$ cat config.mk
export PLATFORM = sky130hd
export DESIGN_NAME = rv_hazard_unit
export DESIGN_NICKNAME = d
export VERILOG_FILES = /design/src/rtl/rv_hazard_unit.sv
export SDC_FILE = /design/constraint.sdc
export NUM_CORES = 1
export LEC_CHECK = 0
export CORE_ASPECT_RATIO = 1.1
export CORE_MARGIN = 4
export CORE_UTILIZATION = 31
export CTS_CLUSTER_DIAMETER = 50
export DETAILED_ROUTE_END_ITERATION = 7
export GPL_TIMING_DRIVEN = 0
export PLACE_DENSITY = 0.67
export SLEW_MARGIN = 40
export SYNTH_ARGS = -nofsm -noshare
export SYNTH_HDL_FRONTEND = slang
export SYNTH_SLANG_ARGS = --single-unit
$ cat constraint.sdc
create_clock -name i_clk -period 2.3 [get_ports i_clk]
set_input_delay 0.46 -clock i_clk [delete_from_list [all_inputs] [get_ports i_clk]]
set_output_delay 0.46 -clock i_clk [all_outputs]
set_load 0.01 [all_outputs]
$ cat src/rtl/rv_hazard_unit.sv
// Pipeline hazard unit: reset flush, load-use interlock, redirect flush, illegal-instruction trap and operand bypass select.
// Optional performance counters are compiled in when RV_HAZARD_PERF_EN is defined.
module rv_hazard_unit #(
  parameter int REG_AW    = 5,
  parameter int N_FWD     = 3,
  parameter int RST_FLUSH = 2
) (
  input  logic                        i_clk,
  input  logic                        i_reset,
  input  logic                        i_fetch_bus_ack,
  input  logic [REG_AW-1:0]           i_decode_rs1,
  input  logic [REG_AW-1:0]           i_decode_rs2,
  input  logic                        i_decode_inv_instr,
  input  logic [REG_AW-1:0]           i_exec_rs1,
  input  logic [REG_AW-1:0]           i_exec_rs2,
  input  logic [REG_AW-1:0]           i_exec_rd,
  input  logic                        i_exec_is_load,
  input  logic                        i_exec_pc_sel,
  input  logic                        i_mem_ack,
  input  logic [N_FWD*REG_AW-1:0]     i_fwd_rd,
  input  logic [N_FWD-1:0]            i_fwd_we,
  output logic [$clog2(N_FWD+1)-1:0]  o_exec_bp_rs1,
  output logic [$clog2(N_FWD+1)-1:0]  o_exec_bp_rs2,
  output logic                        o_fetch_stall,
  output logic                        o_decode_stall,
  output logic                        o_decode_flush,
  output logic                        o_exec_flush,
  output logic                        o_inv_instr
`ifdef RV_HAZARD_PERF_EN
  ,
  output logic [31:0]                 o_perf_stall_cnt,
  output logic [31:0]                 o_perf_flush_cnt
`endif
);

  localparam int BP_W = $clog2(N_FWD+1);

  typedef enum logic [1:0] {
    RST_FL  = 2'd0,
    RUN     = 2'd1,
    LD_WAIT = 2'd2,
    TRAP    = 2'd3
  } state_t;

  state_t      state_reg, state_next;
  logic [3:0]  flush_cnt_reg;
  logic        load_use;
  logic [N_FWD-1:0] hit_rs1, hit_rs2;
  logic [BP_W-1:0]  bp_rs1, bp_rs2;

  always_ff @(posedge i_clk or posedge i_reset) begin
    if (i_reset) begin
      state_reg     <= RST_FL;
      flush_cnt_reg <= 4'(RST_FLUSH - 1);
    end else begin
      state_reg <= state_next;
      if (state_reg == RST_FL && flush_cnt_reg != 4'd0)
        flush_cnt_reg <= flush_cnt_reg - 4'd1;
    end
  end

  assign load_use = i_exec_is_load && (i_exec_rd != '0) &&
                    ((i_exec_rd == i_decode_rs1) || (i_exec_rd == i_decode_rs2));

  for (genvar gi = 0; gi < N_FWD; gi++) begin : g_fwd
    assign hit_rs1[gi] = i_fwd_we[gi] && (i_fwd_rd[gi*REG_AW +: REG_AW] == i_exec_rs1) &&
                         (i_exec_rs1 != '0);
    assign hit_rs2[gi] = i_fwd_we[gi] && (i_fwd_rd[gi*REG_AW +: REG_AW] == i_exec_rs2) &&
                         (i_exec_rs2 != '0);
  end

  // Scan oldest to youngest so the youngest matching source wins.
  always_comb begin
    bp_rs1 = '0;
    bp_rs2 = '0;
    for (int i = N_FWD - 1; i >= 0; i--) begin
      if (hit_rs1[i]) bp_rs1 = BP_W'(i + 1);
      if (hit_rs2[i]) bp_rs2 = BP_W'(i + 1);
    end
  end

  always_comb begin
    state_next     = state_reg;
    o_fetch_stall  = 1'b0;
    o_decode_stall = 1'b0;
    o_decode_flush = 1'b0;
    o_exec_flush   = 1'b0;
    o_inv_instr    = 1'b0;
    o_exec_bp_rs1  = '0;
    o_exec_bp_rs2  = '0;
    case (state_reg)
      RST_FL: begin
        o_fetch_stall  = 1'b1;
        o_decode_stall = 1'b1;
        o_decode_flush = 1'b1;
        o_exec_flush   = 1'b1;
        if (flush_cnt_reg == 4'd0) state_next = RUN;
      end
      RUN: begin
        o_exec_bp_rs1 = bp_rs1;
        o_exec_bp_rs2 = bp_rs2;
        if (!i_fetch_bus_ack) begin
          o_fetch_stall  = 1'b1;
          o_decode_stall = 1'b1;
          o_exec_flush   = 1'b1;
        end
        // A redirect squashes decode, so neither its illegal flag nor a load-use match counts.
        if (i_exec_pc_sel) begin
          o_decode_flush = 1'b1;
          o_exec_flush   = 1'b1;
        end else if (i_decode_inv_instr) begin
          state_next = TRAP;
        end else if (load_use) begin
          o_fetch_stall  = 1'b1;
          o_decode_stall = 1'b1;
          o_exec_flush   = 1'b1;
          state_next     = LD_WAIT;
        end
        if (load_use && !i_exec_pc_sel) begin
          o_fetch_stall  = 1'b1;
          o_decode_stall = 1'b1;
          o_exec_flush   = 1'b1;
        end
      end
      LD_WAIT: begin
        o_exec_bp_rs1  = bp_rs1;
        o_exec_bp_rs2  = bp_rs2;
        o_fetch_stall  = 1'b1;
        o_decode_stall = 1'b1;
        o_exec_flush   = 1'b1;
        if (i_decode_inv_instr)  state_next = TRAP;
        else if (i_mem_ack)      state_next = RUN;
      end
      TRAP: begin
        o_fetch_stall  = 1'b1;
        o_decode_stall = 1'b1;
        o_decode_flush = 1'b1;
        o_exec_flush   = 1'b1;
        o_inv_instr    = 1'b1;
      end
      default: state_next = RST_FL;
    endcase
  end

`ifdef RV_HAZARD_PERF_EN
  logic [31:0] perf_stall_cnt_reg;
  logic [31:0] perf_flush_cnt_reg;

  always_ff @(posedge i_clk or posedge i_reset) begin
    if (i_reset) begin
      perf_stall_cnt_reg <= '0;
      perf_flush_cnt_reg <= '0;
    end else begin
      if ((state_reg == RUN || state_reg == LD_WAIT) && o_fetch_stall &&
          perf_stall_cnt_reg != 32'hFFFF_FFFF)
        perf_stall_cnt_reg <= perf_stall_cnt_reg + 32'd1;
      if (state_reg == RUN && i_exec_pc_sel && perf_flush_cnt_reg != 32'hFFFF_FFFF)
        perf_flush_cnt_reg <= perf_flush_cnt_reg + 32'd1;
    end
  end

  assign o_perf_stall_cnt = perf_stall_cnt_reg;
  assign o_perf_flush_cnt = perf_flush_cnt_reg;
`endif

endmodule

==> summary.md <==
| Metric | Value |
|---|---|
| Area leader, netlist | `xnor2_1` |
| Avg Vias per Cell | `roughly 5` |
| Area occupied by multi-input gates | `roughly 960 µm²` |
| First-pass GRT wire length | `between 5 and 6 mm` |
| Largest net degree at the start of global routing | `8` |
| Initial Util | `roughly a third` |
| Post-synth ARST share | `100.0%` |
| Fin util | `between 50% and 60%` |
| Slowest CP cell | `or4_4` |
| Seq cells post-synth | `6` |
| Rel. slew slack | `slightly above 70%` |
| Capturing point of the worst reg2reg path | `state_reg[1]` |
| Final setup viols | `0` |
| Die X | `between 60 and 70 µm` |
| Die Area | `between 4000 and 5000 µm²` |
| Initial antenna violation count | `0` |
| First-pass DRT Iterations | `7` |
| Worst Path Buf+Inv | `2` |
| Area share of the largest cell type after synthesis | `24.61%` |
| Distinct cells, synth | `32` |
| RR Startpoint | `flush_cnt_reg[1]` |
| Gr usage total | `15.43%` |
| CORE AREA | `roughly 3100 µm²` |
| Via count | `~1200` |
| Routed len/inst | `13.94 µm` |
| Number of synthesized flops with an enable pin | `0` |
| Final Skew | `between 10 and 15 ps` |
| Ys Warns | `0` |
| Post-synthesis sequential area ratio | `between 10% and 20%` |
| Synth cell count leaders | `xnor2_1 (29), xor2_1 (13), nor4_1 (8)` |
| Fmax | `~440 MHz` |
| Setup Crit Path Kind | `in2out` |
| PwrDens | `487.4 nW/µm²` |
| DRT antenna net count | `0` |
| Routability cong. | `between 0.8 and 0.9` |
| Critical Path Max Stage Delay | `between 500 and 600 ps` |
| Max FFs per register | `4` |
| RSZ-0062 raised after global routing | `yes` |
| Hold Path Class | `in2async` |
| Post-cts hold buffer count | `0` |
| Longest Clk Path Bufs | `2` |
| Register area | `roughly 150 µm²` |
| Post-synthesis average cell area | `around 8.1 µm²` |
| Setup TNS | `0 ps` |
| Chip Height | `between 60 and 70 µm` |
| Clock tree root driver cell | `clkbuf_4` |
| Final setup margin | `~42 ps` |
| Crit Path Max Fanout | `3` |
| DP Cell Count | `about 220` |
| Layout fillers | `~300` |
| CTS tree | `done` |
| H-tree levels | `1` |
| Worst-Skew Late Latency | `250 ps` |
| Io pins | `between 50 and 60` |
| Pins Over Slew Limit | `0` |
| CP Cell Sequence | `buf_8 -> or4_4 -> nor2_4 -> nor4_4 -> nor2b_2 -> o21a_1 -> buf_2` |
| Max-Cap Viols | `0` |
| Std cell rows | `21` |
| Total gr overflow | `0` |
| Syn_nets | `approximately 180` |
| Mapped Cells | `127` |
| Status | `complete, no violations` |
| Mapped cell area | `around 1000 µm²` |
| Worst r2r path cells | `7` |
| Layout cells sized above 1 | `between 20% and 30%` |
| Most frequent cell after synthesis | `xnor2_1` |
| Vias in the first global route | `1265` |
| Clk slew on worst S/H paths | `~50 ps` |
| Worst ir drop on vdd | `roughly 0.00025 V` |
| Top FF cell, synth | `dfrtp_1` |
| Fin nets | `252` |
| DRT iter0 DRCs | `32` |
| Slew at the pin closest to its max-slew limit | `~400 ps` |
| P_leak | `about 0.00074 µW` |
| Final Cycle Share | `a little under 100%` |
| Crit end category | `primary output` |
| Setup slack, reg-to-reg | `570 ps` |
| Area of placed instances | `1655 µm²` |
| Crit path launch type | `input pin` |
| CP top delay family | `simple AND/OR/NAND/NOR gates` |
| Detailed-placement wirelength estimate | `roughly 2.7 mm` |
| Buffers on Ports | `between 50 and 60` |
| Clock sinks | `6` |
| Final Cell Area | `~1800 µm²` |
| Final critical-path required period | `between 2000 and 2500 ps` |
| Fin cells | `228` |
| DP Worst Slack | `-766.9 ps` |
| DRC | `0` |
| Worst EP arrival | `roughly 1800 ps` |
| CP Data Required Time | `~1800 ps` |
| P&R area growth vs syn | `70.30%` |
| CTS buffer count | `3` |
| # diodes | `0` |
| Endpoints failing hold | `0` |
| Routed wire length | `3.178 mm` |
| Synth area leaders | `xnor2_1 (25%), dfrtp_1 (12%), xor2_1 (11%)` |
## per-stage QoR
step                total power (µW)  hold slack [ps]
global placement               732.9            478.1
CTS                            856.3            435.5
floorplan                      483.7            250.2
detailed placement             751.4            487.4
global route                   935.2            452.4
finish                         856.9            429.7
## worst max-delay path by stage
stage                       start                to  slack, ps  cells past startpoint
floorplan            i_exec_rd[1]     o_fetch_stall        210                      5
global placement    i_exec_rs2[0]  o_exec_bp_rs2[1]       -790                      6
detailed placement  i_exec_rs2[0]  o_exec_bp_rs2[1]       -770                      6
CTS                   i_fwd_we[2]  o_exec_bp_rs2[0]         10                      6
global route          i_fwd_we[1]  o_exec_bp_rs2[1]        -40                      6
finish              i_exec_rs2[2]  o_exec_bp_rs2[0]         40                      7
## layout make-up
class                      count  share of cell area, %
timing repair buffer          63                  31.25
multi-input combinational    114                  54.45
sequential                     6                  8.683
clock buffer                   4                  1.495
buffer                         1                 0.4270
inverter                       6                  1.281
tap                           34                  2.420
## kinds of logic (layout without fill, tap and decap cells)
group	count (synthesis)	count (layout)	share of synthesized area, %
buf+inv	7	74	2.909
flops	6	6	14.67
mux	1	1	0.9697
compound gates	17	17	10.91
xor+xnor	42	42	35.64
simple gates	47	47	26.42
fa+ha+maj	7	7	8.484
## where the power goes
part	internal (µW)	switching, µW
Combinational	298	305
Clock	65.7	38.4
Sequential	125	24.0
Total	489	368
## repair_timing
item | 4_1_cts | 5_1_grt
endpoints found under the setup margin | 8 | 8
buffers inserted | 3 | 2
pin swaps | 23 | 12
gates resized for setup | 108 | 21
## cells in the final DEF, fill, tap and decap left out, types with 2 or more instances in the layout
cell,Yosys,layout
xnor2_1,29,29
dlygate4sd2_1,0,23
xor2_1,13,13
clkdlybuf4s50_1,0,12
buf_2,0,11
nand2_1,7,7
buf_4,1,7
nand4_1,6,6
ha_1,7,6
inv_1,6,5
nor2_1,5,5
nor4_2,0,5
dlymetal6s2s_1,0,5
a21oi_1,4,4
dfrtp_1,5,4
nand3_1,3,3
o21ai_0,3,3
or4_4,0,3
nand2b_1,4,3
clkbuf_4,0,3
nor3b_1,3,2
nor4_1,8,2
o211ai_1,2,2
nor2_4,0,2
o21a_1,2,2
clkdlybuf4s15_2,0,2
buf_6,0,2
## per-layer routing
metal	track usage, %	share of wire, %	up-vias
li1	-	-	586
met1	15.78	41	527
met2	31.36	52	51
met3	3.566	6.5	4
met4	4.683	1.0	0
met5	0	0	-
(Power assumes the default switching activity.)
==> edit: new RTL, same flow settings <==
Build with the macro `RV_HAZARD_PERF_EN` defined.
--- a/src/rtl/rv_hazard_unit.sv
+++ b/src/rtl/rv_hazard_unit.sv
@@ -1,5 +1,7 @@
 // Pipeline hazard unit: reset flush, load-use interlock, redirect flush, illegal-instruction trap and operand bypass select.
 // Optional performance counters are compiled in when RV_HAZARD_PERF_EN is defined.
+`define RV_HAZARD_PERF_EN
+
 module rv_hazard_unit #(
   parameter int REG_AW    = 5,
   parameter int N_FWD     = 3,
Check against the original RTL (old outputs only; new: o_perf_flush_cnt and o_perf_stall_cnt): equivalent (equiv_simple and equiv_induct, registers matched by name and starting in step).
==> edit against the unedited design <==
  * The flow now finishes with violations (setup timing)
  * Setup slack worse by 0.084 ns
  * Routed wire length rose to 3.5 times the old value
  * Area after synthesis rose to 3.9 times the old value
  * Sequential cell count up 64
  * Power rose to 4.9 times the old value
  * First-iteration DRC count rose to 3.7 times the old value
  * Final cell count rose to 3.1 times the old value
  * Final area rose to 3.5 times the old value
  * Non-clock buffer count up 83
==> edit: results <==
metrics = {
    "status": {
        "result_of_the_run": "finished, violations left",
        "violations": "setup timing",
    },
    "clock_network": {
        "worst_skew_pair.late_latency_ns": 0.33,
        "cts_htree_levels": 3,
        "clock-root-buffer": "sky130_fd_sc_hd__clkbuf_16",
        "cts_buffers": 9,
    },
    "setup_path": {
        "cp_arrival_ns": 1.88,
        "worst-r2r-setup-slack_ns": 0.15,
        "cpPeakStageDelay_ns": 0.52,
        "timing.rr.start": "o_perf_stall_cnt[2]$_DFFE_PP0P_",
        "cp-endpoint": "o_exec_flush",
        "timing_startpoint_of_the_critical_path": "i_exec_rd[1]",
    },
    "synth": {
        "synth.distinct_cells": 48,
        "post_synth_fa_ha_maj_area_fraction_pct": 2.468,
        "synthesized_net_count": 453,
        "synth.area.top_cells": "sky130_fd_sc_hd__dfrtp_1 43%, sky130_fd_sc_hd__xnor2_1 14%, sky130_fd_sc_hd__xor2_1 7.8%, sky130_fd_sc_hd__nand4_1 4.2%, sky130_fd_sc_hd__nand3_1 3.2%",
        "synth_compound_gate_area_share_pct": 3.300,
        "synth.area.mux_share_pct": 1.080,
        "synth_commonest_cells": "69 x sky130_fd_sc_hd__dfrtp_1, 67 x sky130_fd_sc_hd__xnor2_1, 36 x sky130_fd_sc_hd__xor2_1, 31 x sky130_fd_sc_hd__nand2_1, 27 x sky130_fd_sc_hd__nand4_1",
    },
    "layout": {
        "inverters": 11,
        "syn_to_final_growth_pct": 51.82,
        "seq_cell_count": 70,
        "final_nets": 605,
        "instances_no_fill": 709,
        "final.signal_buffer_count": 147,
    },
    "route": {
        "number_of_detailed_route_iterations_in_the_first_pass": 4,
    },
    "grt": {
        "pin_count_of_the_biggest_net_entering_global_routing": 52,
        "grt_total_usage_pct": 14.65,
    },
    "timing": {
        "tightestPinTransition_ns": 0.6156,
        "final_critical_path_setup_slack_ns": -0.04181,
        "count_of_endpoints_failing_setup_in_the_final_report": 1,
        "timing.setup.tns_ns": -0.04181,
        "whs_ns": 0.4432,
    },
    "placed_design": {
        "dpl_worst_slack_ns": -0.9939,
        "globalplace.congestion": 0.7966,
        "place_hpwl_um": 8184,
    },
    "power": {
        "power_frac_seq_pct": 36.4,
        "power.leakage_nw": 2.648,
    },
}
==> edit: cell types whose count changed after synthesis, sizes merged, moves of 5 or more <==
cell / unedited run / this run
nand2: 7 / 31
nand4: 6 / 27
and3: 0 / 10
nand3: 3 / 26
nor2: 7 / 20
and4: 0 / 10
nor3: 1 / 17
dfrtp: 5 / 69
nor4: 8 / 18
xor2: 13 / 36
inv: 6 / 11
xnor2: 29 / 67
==> edit: layer usage <==
layer	track usage (%)	wire length (µm)	vias to the layer above
met5	0	0	-
met4	3.171	112	0
met3	4.674	513	11
met2	25.58	5765	87
met1	17.51	4629	1731
li1	-	-	1714
==> edit: cells by family after synthesis <==
group,count (synthesis)
multiplexers,4
AO/OA/AOI/OAI,16
AND/OR/NAND/NOR,177
XOR/XNOR,103
adder cells (fa/ha/maj),8
buffers and inverters,17
flip-flops,70
